==> config.mk <==
export PLATFORM = sky130hd
export DESIGN_NAME = cpu_exec_ctrl
export DESIGN_NICKNAME = d
export VERILOG_FILES = /design/src/rtl/cpu_ctrl_pkg.sv /design/src/rtl/tick_prescaler.sv /design/src/rtl/cpu_exec_ctrl.sv
export SDC_FILE = /design/constraint.sdc
export NUM_CORES = 1
export LEC_CHECK = 0
export CORE_MARGIN = 5
export CORE_UTILIZATION = 27
export CTS_BUF_LIST = sky130_fd_sc_hd__clkbuf_8 sky130_fd_sc_hd__clkbuf_16
export DETAILED_ROUTE_END_ITERATION = 10
export RECOVER_POWER = 50
export SLEW_MARGIN = 0
export SYNTH_ARGS = -nofsm -noshare
export SYNTH_HDL_FRONTEND = slang
export SYNTH_SLANG_ARGS = --single-unit
export TNS_END_PERCENT = 100
==> constraint.sdc <==
create_clock -name CLK -period 8.93 [get_ports CLK]
set_input_delay 2.2325 -clock CLK [delete_from_list [all_inputs] [get_ports CLK]]
set_output_delay 2.2325 -clock CLK [all_outputs]
set_load 0.03 [all_outputs]
==> src/rtl/cpu_ctrl_pkg.sv <==
// cpu_ctrl_pkg: shared state encoding and constants for the CPU execute controller
package cpu_ctrl_pkg;
  typedef enum logic [2:0] {
    ST_RST   = 3'd0,
    ST_PAUSE = 3'd1,
    ST_RUN   = 3'd2,
    ST_STEP  = 3'd3,
    ST_HALT  = 3'd4
  } state_t;
  localparam logic [5:0] HALT_OPCODE_DEF = 6'b111111;
  localparam int RET_W = 32;
endpackage

==> src/rtl/tick_prescaler.sv <==
// tick_prescaler: divider whose terminal count marks the cycle a tick would be issued
module tick_prescaler #(
  parameter int DIV_W = 24
) (
  input  logic             clk,
  input  logic             rst,
  input  logic             i_clr,
  input  logic [DIV_W-1:0] i_div_sel,
  output logic             o_tc
);
  logic [DIV_W-1:0] r_cnt;
  assign o_tc = r_cnt == i_div_sel;
  always_ff @(posedge clk) r_cnt <= (rst || i_clr) ? '0 : r_cnt + 1'b1;
endmodule

==> src/rtl/cpu_exec_ctrl.sv <==
// cpu_exec_ctrl: run/step/halt sequencer for the CPU; define CPU_EXEC_CTRL_BREAKPOINT_EN to add a PC breakpoint
module cpu_exec_ctrl
  import cpu_ctrl_pkg::*;
#(
  parameter int         DIV_W       = 24,
  parameter int         RST_CYCLES  = 4,
  parameter logic [5:0] HALT_OPCODE = HALT_OPCODE_DEF
) (
  input  logic             CLK,
  input  logic             reset,
  input  logic             run_sw,
  input  logic             step_btn,
  input  logic             restart,
  input  logic [DIV_W-1:0] div_sel,
  input  logic [31:0]      pc,
  input  logic [31:0]      instr,
`ifdef CPU_EXEC_CTRL_BREAKPOINT_EN
  input  logic             bp_valid,
  input  logic [31:0]      bp_addr,
  output logic             bp_hit,
`endif
  output logic             cpu_tick,
  output logic             cpu_reset,
  output logic [2:0]       state,
  output logic             halted,
  output logic [RET_W-1:0] retired
);
  localparam int RC_W = $clog2(RST_CYCLES + 1);
  state_t           r_state;
  logic [RC_W-1:0]  r_rst_cnt;
  logic [RET_W-1:0] r_retired;
  logic             r_step_q, r_tick, r_reset, r_halted;
  logic             w_tc, w_clr, w_step_edge, w_halt_op, w_bp, w_hold, w_unused;
  assign w_step_edge = step_btn & ~r_step_q;
  assign w_halt_op   = instr[31:26] == HALT_OPCODE;
  // the divider only advances while actually free-running; any tick, stop or exit restarts it
  assign w_clr = restart || r_state != ST_RUN || !run_sw || w_tc;
  tick_prescaler #(.DIV_W(DIV_W)) u_pre (
    .clk       (CLK),
    .rst       (reset),
    .i_clr     (w_clr),
    .i_div_sel (div_sel),
    .o_tc      (w_tc)
  );
`ifdef CPU_EXEC_CTRL_BREAKPOINT_EN
  logic r_bp_hold, r_bp_hit, w_bp_set;
  assign w_bp     = bp_valid && pc == bp_addr;
  assign w_hold   = r_bp_hold;
  assign w_bp_set = r_state == ST_RUN && run_sw && w_tc && !w_halt_op && w_bp;
  assign bp_hit   = r_bp_hit;
  assign w_unused = ^instr[25:0];
  always_ff @(posedge CLK) begin
    r_bp_hit  <= (reset || restart) ? 1'b0 : w_bp_set;
    r_bp_hold <= (reset || restart) ? 1'b0 : w_bp_set || (r_bp_hold && run_sw && r_state != ST_STEP);
  end
`else
  assign w_bp     = 1'b0;
  assign w_hold   = 1'b0;
  assign w_unused = ^{instr[25:0], pc};
`endif
  always_ff @(posedge CLK) begin
    r_step_q <= reset ? 1'b0 : step_btn;
    if (reset || restart) begin
      r_state   <= ST_RST;
      r_rst_cnt <= '0;
      r_retired <= '0;
      r_reset   <= 1'b1;
      r_tick    <= 1'b0;
      r_halted  <= 1'b0;
    end else begin
      r_tick   <= 1'b0;
      r_reset  <= 1'b0;
      r_halted <= 1'b0;
      case (r_state)
        ST_RST: begin
          r_tick  <= 1'b1;
          r_reset <= 1'b1;
          if (r_rst_cnt == RC_W'(RST_CYCLES - 1)) begin
            r_state   <= ST_PAUSE;
            r_rst_cnt <= '0;
          end else r_rst_cnt <= r_rst_cnt + 1'b1;
        end
        ST_PAUSE:
          if (run_sw && !w_hold) r_state <= ST_RUN;
          else if (w_step_edge) r_state <= ST_STEP;
        ST_RUN:
          if (!run_sw) r_state <= ST_PAUSE;
          else if (w_tc) begin
            if (w_halt_op) begin
              r_state  <= ST_HALT;
              r_halted <= 1'b1;
            end else if (w_bp) r_state <= ST_PAUSE;
            else begin
              r_tick    <= 1'b1;
              r_retired <= r_retired + RET_W'(~&r_retired);
            end
          end
        ST_STEP:
          if (w_halt_op) begin
            r_state  <= ST_HALT;
            r_halted <= 1'b1;
          end else begin
            r_state   <= ST_PAUSE;
            r_tick    <= 1'b1;
            r_retired <= r_retired + RET_W'(~&r_retired);
          end
        ST_HALT: r_halted <= 1'b1;
        default: r_state <= ST_RST;
      endcase
    end
  end
  assign cpu_tick  = r_tick;
  assign cpu_reset = r_reset;
  assign state     = r_state;
  assign halted    = r_halted;
  assign retired   = r_retired;
endmodule

Yosys cells after proc, flatten, opt, wreduce, memory -nomap -nowiden
Cells that the tools add are included.

operators by class
  reduce and logical (&&, ||, !) cells = 12
  equal/unequal tests = 14
  bitwise logic cells = 3
  add/sub/neg operators = 3
  mux-type cells = 22

operators by type and width
  kind                     count
  $mux W32                 3
  $pmux W32 S2             1
  $add A32 B1 Y32          1
  $reduce_and A32 Y1       1
  $add A24 B1 Y24 const B  1
  $eq A24 B24 Y1           1
  $mux W3                  8
  $pmux W3 S5              1
  $eq A3 B2 Y1 const B     3
  $ne A3 B3 Y1 const B     3
  $mux W1                  7
  $eq A6 B6 Y1 const B     1
  $ne A2 B2 Y1 const B     3
  $pmux W1 S3              2
  $logic_or A1 B1 Y1       5
  $reduce_and A5 Y1        1
  $add A3 B1 Y3 const B    1
  $eq A3 B1 Y1 const B     1
  $eq A3 B3 Y1 const B     1
  $logic_not A3 Y1         1
  $ne A3 B2 Y1 const B     1
  $reduce_and A3 Y1        1
  $logic_not A1 Y1         2
  $not A1 Y1               2
  2 further kinds          2

storage, ports and cells
  output and inout port bits = 38
  bits in registers = 66
  logic and storage cells = 62
  input bits = 93

Longest topological paths before layout
  word-level depth = 7
  depth in mapped cells = 14
  depth with buffers taken out = 12

By module
A second synthesis with hierarchy kept.

second synthesis, totals
  cells, all modules = 389
  area total of the unflattened synthesis = 3,320.7 µm²

modules (own cells, without submodules)
  module          sequential area each (µm²)  cells each  area each (µm²)  instances
  cpu_exec_ctrl   840.8                       236         2,001.9          1
  tick_prescaler  480.5                       153         1,318.8          1

Least setup slack after synthesis
Ideal clock, no wire load.

  kind = input-to-reg
  start point = in instr[30]
  end point = reg r_retired[1] (netlist: retired[1])
  data arrival time = 3.758 ns
  setup slack = 5.044 ns
  library setup time = 0.128 ns
  path buffers = 2
  stages on the path = 8
  required time = 8.802 ns
  cell sequence = nand4_1 or2_2 and3_1 a31oi_2 clkbuf_1 buf_2 mux2i_1 nor2_1

on the way
  longest elaborated chain between the ends = 5

ends and longest elaborated chain
  element                 line                  source
  from (decl)             cpu_exec_ctrl.sv:16   input logic [31:0] instr,
  $eq A6 B6 Y1 (*)        cpu_exec_ctrl.sv:35   assign w_halt_op = instr[31:26] == HALT_OPCODE;
  $mux W32 (*)            --
  $mux W32 (2 in series)  --
  $pmux W32 S2 (*)        --
  to (signal assigned)    cpu_exec_ctrl.sv:95   r_retired <= r_retired + RET_W'(~&r_retired);
  to (signal assigned)    cpu_exec_ctrl.sv:105  r_retired <= r_retired + RET_W'(~&r_retired);
  to (decl)               cpu_exec_ctrl.sv:31   logic [RET_W-1:0] r_retired;

Mark *: on every way between the ends. The rest lies on a longest branch, timed or not. The select of a mux whose other input is x is not followed.
A chain may end at the register's enable or synchronous reset.

Worst setup path after layout
  start point = in div_sel[6]
  end point = reg r_retired[24] (netlist: retired[24])

on the way
  longest elaborated chain between the ends = 3

ends and longest elaborated chain
  element                      line                  source
  from (decl)                  cpu_exec_ctrl.sv:14   input logic [DIV_W-1:0] div_sel,
  $eq A24 B24 Y1               tick_prescaler.sv:12  assign o_tc = r_cnt == i_div_sel;
  $ne A2 B2 Y1 (no line)       --
  $reduce_and A3 Y1 (no line)  --

No other way between the ends.

==> key figures <==
Status
  • Outcome: finished with violations
  • Violations in the final reports: max-capacitance violations, max-slew violations

CTS
  • Cts hold-fix bufs: 0
  • Buffer cell driving the clock tree root: clkbuf_16
  • TritonCTS clock tree: built
  • Clock-pin slew of the registers on the worst-case setup and hold paths: 60 ps
  • Latest clock arrival within the worst-skew pair: around 330 ps
  • PostCTS Resize Cnt: 0
  • CTS buffer count: 9
  • Sink Count: 66
  • H-tree lvl count: 3
  • Maximum clock path buffer count: 2
  • Post-CTS Setup Inserts: 0

Detailed routing
  • Final wirelength: 8720 µm
  • Number of design-rule violations left by the first detailed-router iteration: 109
  • Number of DRC violations after detailed routing: 0
  • Number of vias after detailed routing: 3170
  • DR WL/cell: about 13 µm
  • Length of the first detailed-routing pass in iterations: 4
  • Via count normalized by instance count: around 5
  • ANT nets after route: 0

Synth
  • Number of distinct library cells after synthesis: 37
  • Combined area of all synthesized cells: 0.00336 mm²
  • Portion of the post-synthesis area used by sequential elements: between 30% and 40%
  • Flip-flop and latch count after synthesis: 66
  • Syn_area_per_cell: 8.33 µm²
  • Portion of synthesized cell area occupied by the leading cell type: 39.3%
  • Post-Synthesis Net Count: 501
  • Yosys Warn Count: 0
  • Largest cells by area after synthesis: dfxtp_1 (39%), xnor2_1 (9.1%), a21oi_1 (5.2%)
  • Gate count after technology mapping: between 400 and 500
  • Post-synth top area cell: dfxtp_1

Global route
  • Maximum number of pins on one net before global-route repair: 43
  • Antenna violations before repair: 0
  • Overall overflow remaining after global route: 0
  • Vias in the first global route: ~3100
  • First-pass GRT wire length: roughly 14000 µm
  • Overall global routing resource usage: 12.0%

Floorplan
  • Chip height: 122 µm
  • Placement Rows: 40
  • Total die area: 0.0148 mm²
  • Core outline area: about 0.012 mm²
  • Initial Utilization: 27.8%
  • Num ports: 131
  • Horiz. Die Dim: 122 µm

STA
  • Final setup skew: ~4.5 ps
  • Post-layout worst setup margin: 4060 ps
  • RSZ-0062 raised after global routing: no
  • Endpoints failing setup: 0
  • Final critical delay including setup and external delays: between 4000 and 5000 ps
  • Final Max Slew Viols: 35
  • Final worst-path cycle share: 54.5%
  • Slew @ Worst Pin: 2010 ps
  • Worst rel slew slack: -33.8%
  • Final number of hold-violating endpoints: 0
  • Max Fclk: 205 MHz
  • Post-Route Setup TNS: 0 ps
  • Hold Slack: 445 ps

Placed design
  • Pre-CTS WS: 4310 ps
  • Count of buffers from port buffering: 72
  • Final estimated routing congestion in global placement: just over 0.8
  • Detail Placement HPWL: ~6500 µm

Power and ir drop
  • Highest ir drop seen on vdd: 0.0000589 V
  • Sum of internal, switching and leakage power: 0.674 mW
  • Pwr dens: about 150 mW/mm²
  • Leakage power: 1.50 nW

Finish
  • Area Overhead vs Synth: 34.4%
  • Proportion of layout cells with a drive suffix above 1: 5.01%
  • N_diodes: 0
  • Finished Core Util: 37.3%
  • Number of nets in the final layout: approximately 570

Setup path
  • CP startpoint kind: input pin
  • CP Max Fanout: 20
  • CP arrival: 5100 ps
  • Type of element capturing the critical path: flip-flop
  • Worst Setup Path Type: input pin to flip-flop
  • Required time of the worst setup path: just over 9000 ps

Hold path
  • Class of the tightest hold or removal check: flip-flop to flip-flop

Flow run
  • Max-capacitance violation count: 1
## layout by cell type (no fill, tap or decap), types with 9 or more instances in the layout
master            n
nand4_1          16
clkdlybuf4s50_1  32
clkbuf_16         9
xor2_1           11
nor2_1           42
o31ai_1          15
o21ai_0          15
and3_1           11
a21oi_1          35
xnor2_1          35
or3_1            16
or4_1            14
nand2_1          30
dlygate4sd3_1    40
nand3_1          28
dfxtp_1          66
## path summary, 6_finish.rpt
check	end	slack, ps	depth (start not counted)	startpoint
worst min register to register	r_rst_cnt[2]	450	2	r_rst_cnt[2]
worst max register to register	retired[24]	4990	13	retired[5]
worst max-delay path	retired[24]	4060	8	div_sel[6]
worst min-delay path	r_rst_cnt[2]	450	2	r_rst_cnt[2]
## cells in the mapped netlist (all sizes together)
library cell,count
dfxtp,66
nor2,42
a21oi,35
xnor2,35
nand2,30
nand3,28
nand4,17
or3,16
o21ai,15
o31ai,15
or4,14
clkbuf,13
and3,11
xor2,11
inv,7
nor3,6
and4,5
or2,5
ha,4
mux2i,4
nor2b,4
nor4,4
and2,3
o21a,3
a211oi,2
buf,2
a21o,1
a31oi,1
mux2,1
nand3b,1
o2111ai,1
o211a,1
or4b,1
## power by group
group | leakage [nW] | switching [mW] | total, mW | internal, mW
Sequential | 0.532 | 0.000535 | 0.296 | 0.295
Clock | 0.142 | 0.134 | 0.349 | 0.215
Combinational | 0.825 | 0.0110 | 0.0295 | 0.0185
Total | 1.50 | 0.145 | 0.674 | 0.529
## registers in the layout, summed over array words and instances (netlist names)
| name | cells |
|---|---|
| state | 3 |
| retired | 32 |
| r_step_q | 1 |
| u_pre.r_cnt | 24 |
| halted | 1 |
| cpu_tick | 1 |
| r_rst_cnt | 3 |
| cpu_reset | 1 |
## logic make-up after synthesis
| logic type | after synthesis | synth area share, % |
|---|---|---|
| adder cells (fa/ha/maj) | 4 | 1.49 |
| AO/OA/AOI/OAI | 74 | 13.1 |
| XOR/XNOR | 46 | 12.0 |
| flip-flops | 66 | 39.3 |
| buffers and inverters | 22 | 2.71 |
| multiplexers | 5 | 1.52 |
| AND/OR/NAND/NOR | 187 | 30.0 |
## metal layers
layer	part of all wire (%)	up-vias	GRT usage (%)	wire (µm)
met2	46	82	19.4	4020
met4	1.9	0	4.90	162
li1	-	1597	-	-
met5	0	-	0	0
met1	47	1478	14.9	4080
met3	5.3	13	3.39	463
## layout make-up
type	count	area [µm²]
Inverter	7	26.3
Clock buffer	9	225
Timing Repair Buffer	74	732
Clock inverter	7	68.8
Fill cell	1274	7590
Sequential cell	66	1320
Tap cell	168	210
Multi-Input combinational cell	316	1940
## worst max-delay path, stage by stage
cell and delay [ps]:
dlygate4sd3_1 550, xnor2_1 140, nand4_1 100, nor4_1 810, a21oi_1 140, clkbuf_1 380, or4_1 570, a21oi_1 170
## metrics by stage
stage | instances | cell area, µm²
after floorplan | 404 | 3360
after global placement | 631 | 4250
after detailed placement | 631 | 4250
after CTS | 647 | 4540
after global routing | 647 | 4520
final | 647 | 4520
Note: power is estimated with default switching activity, not from simulation.
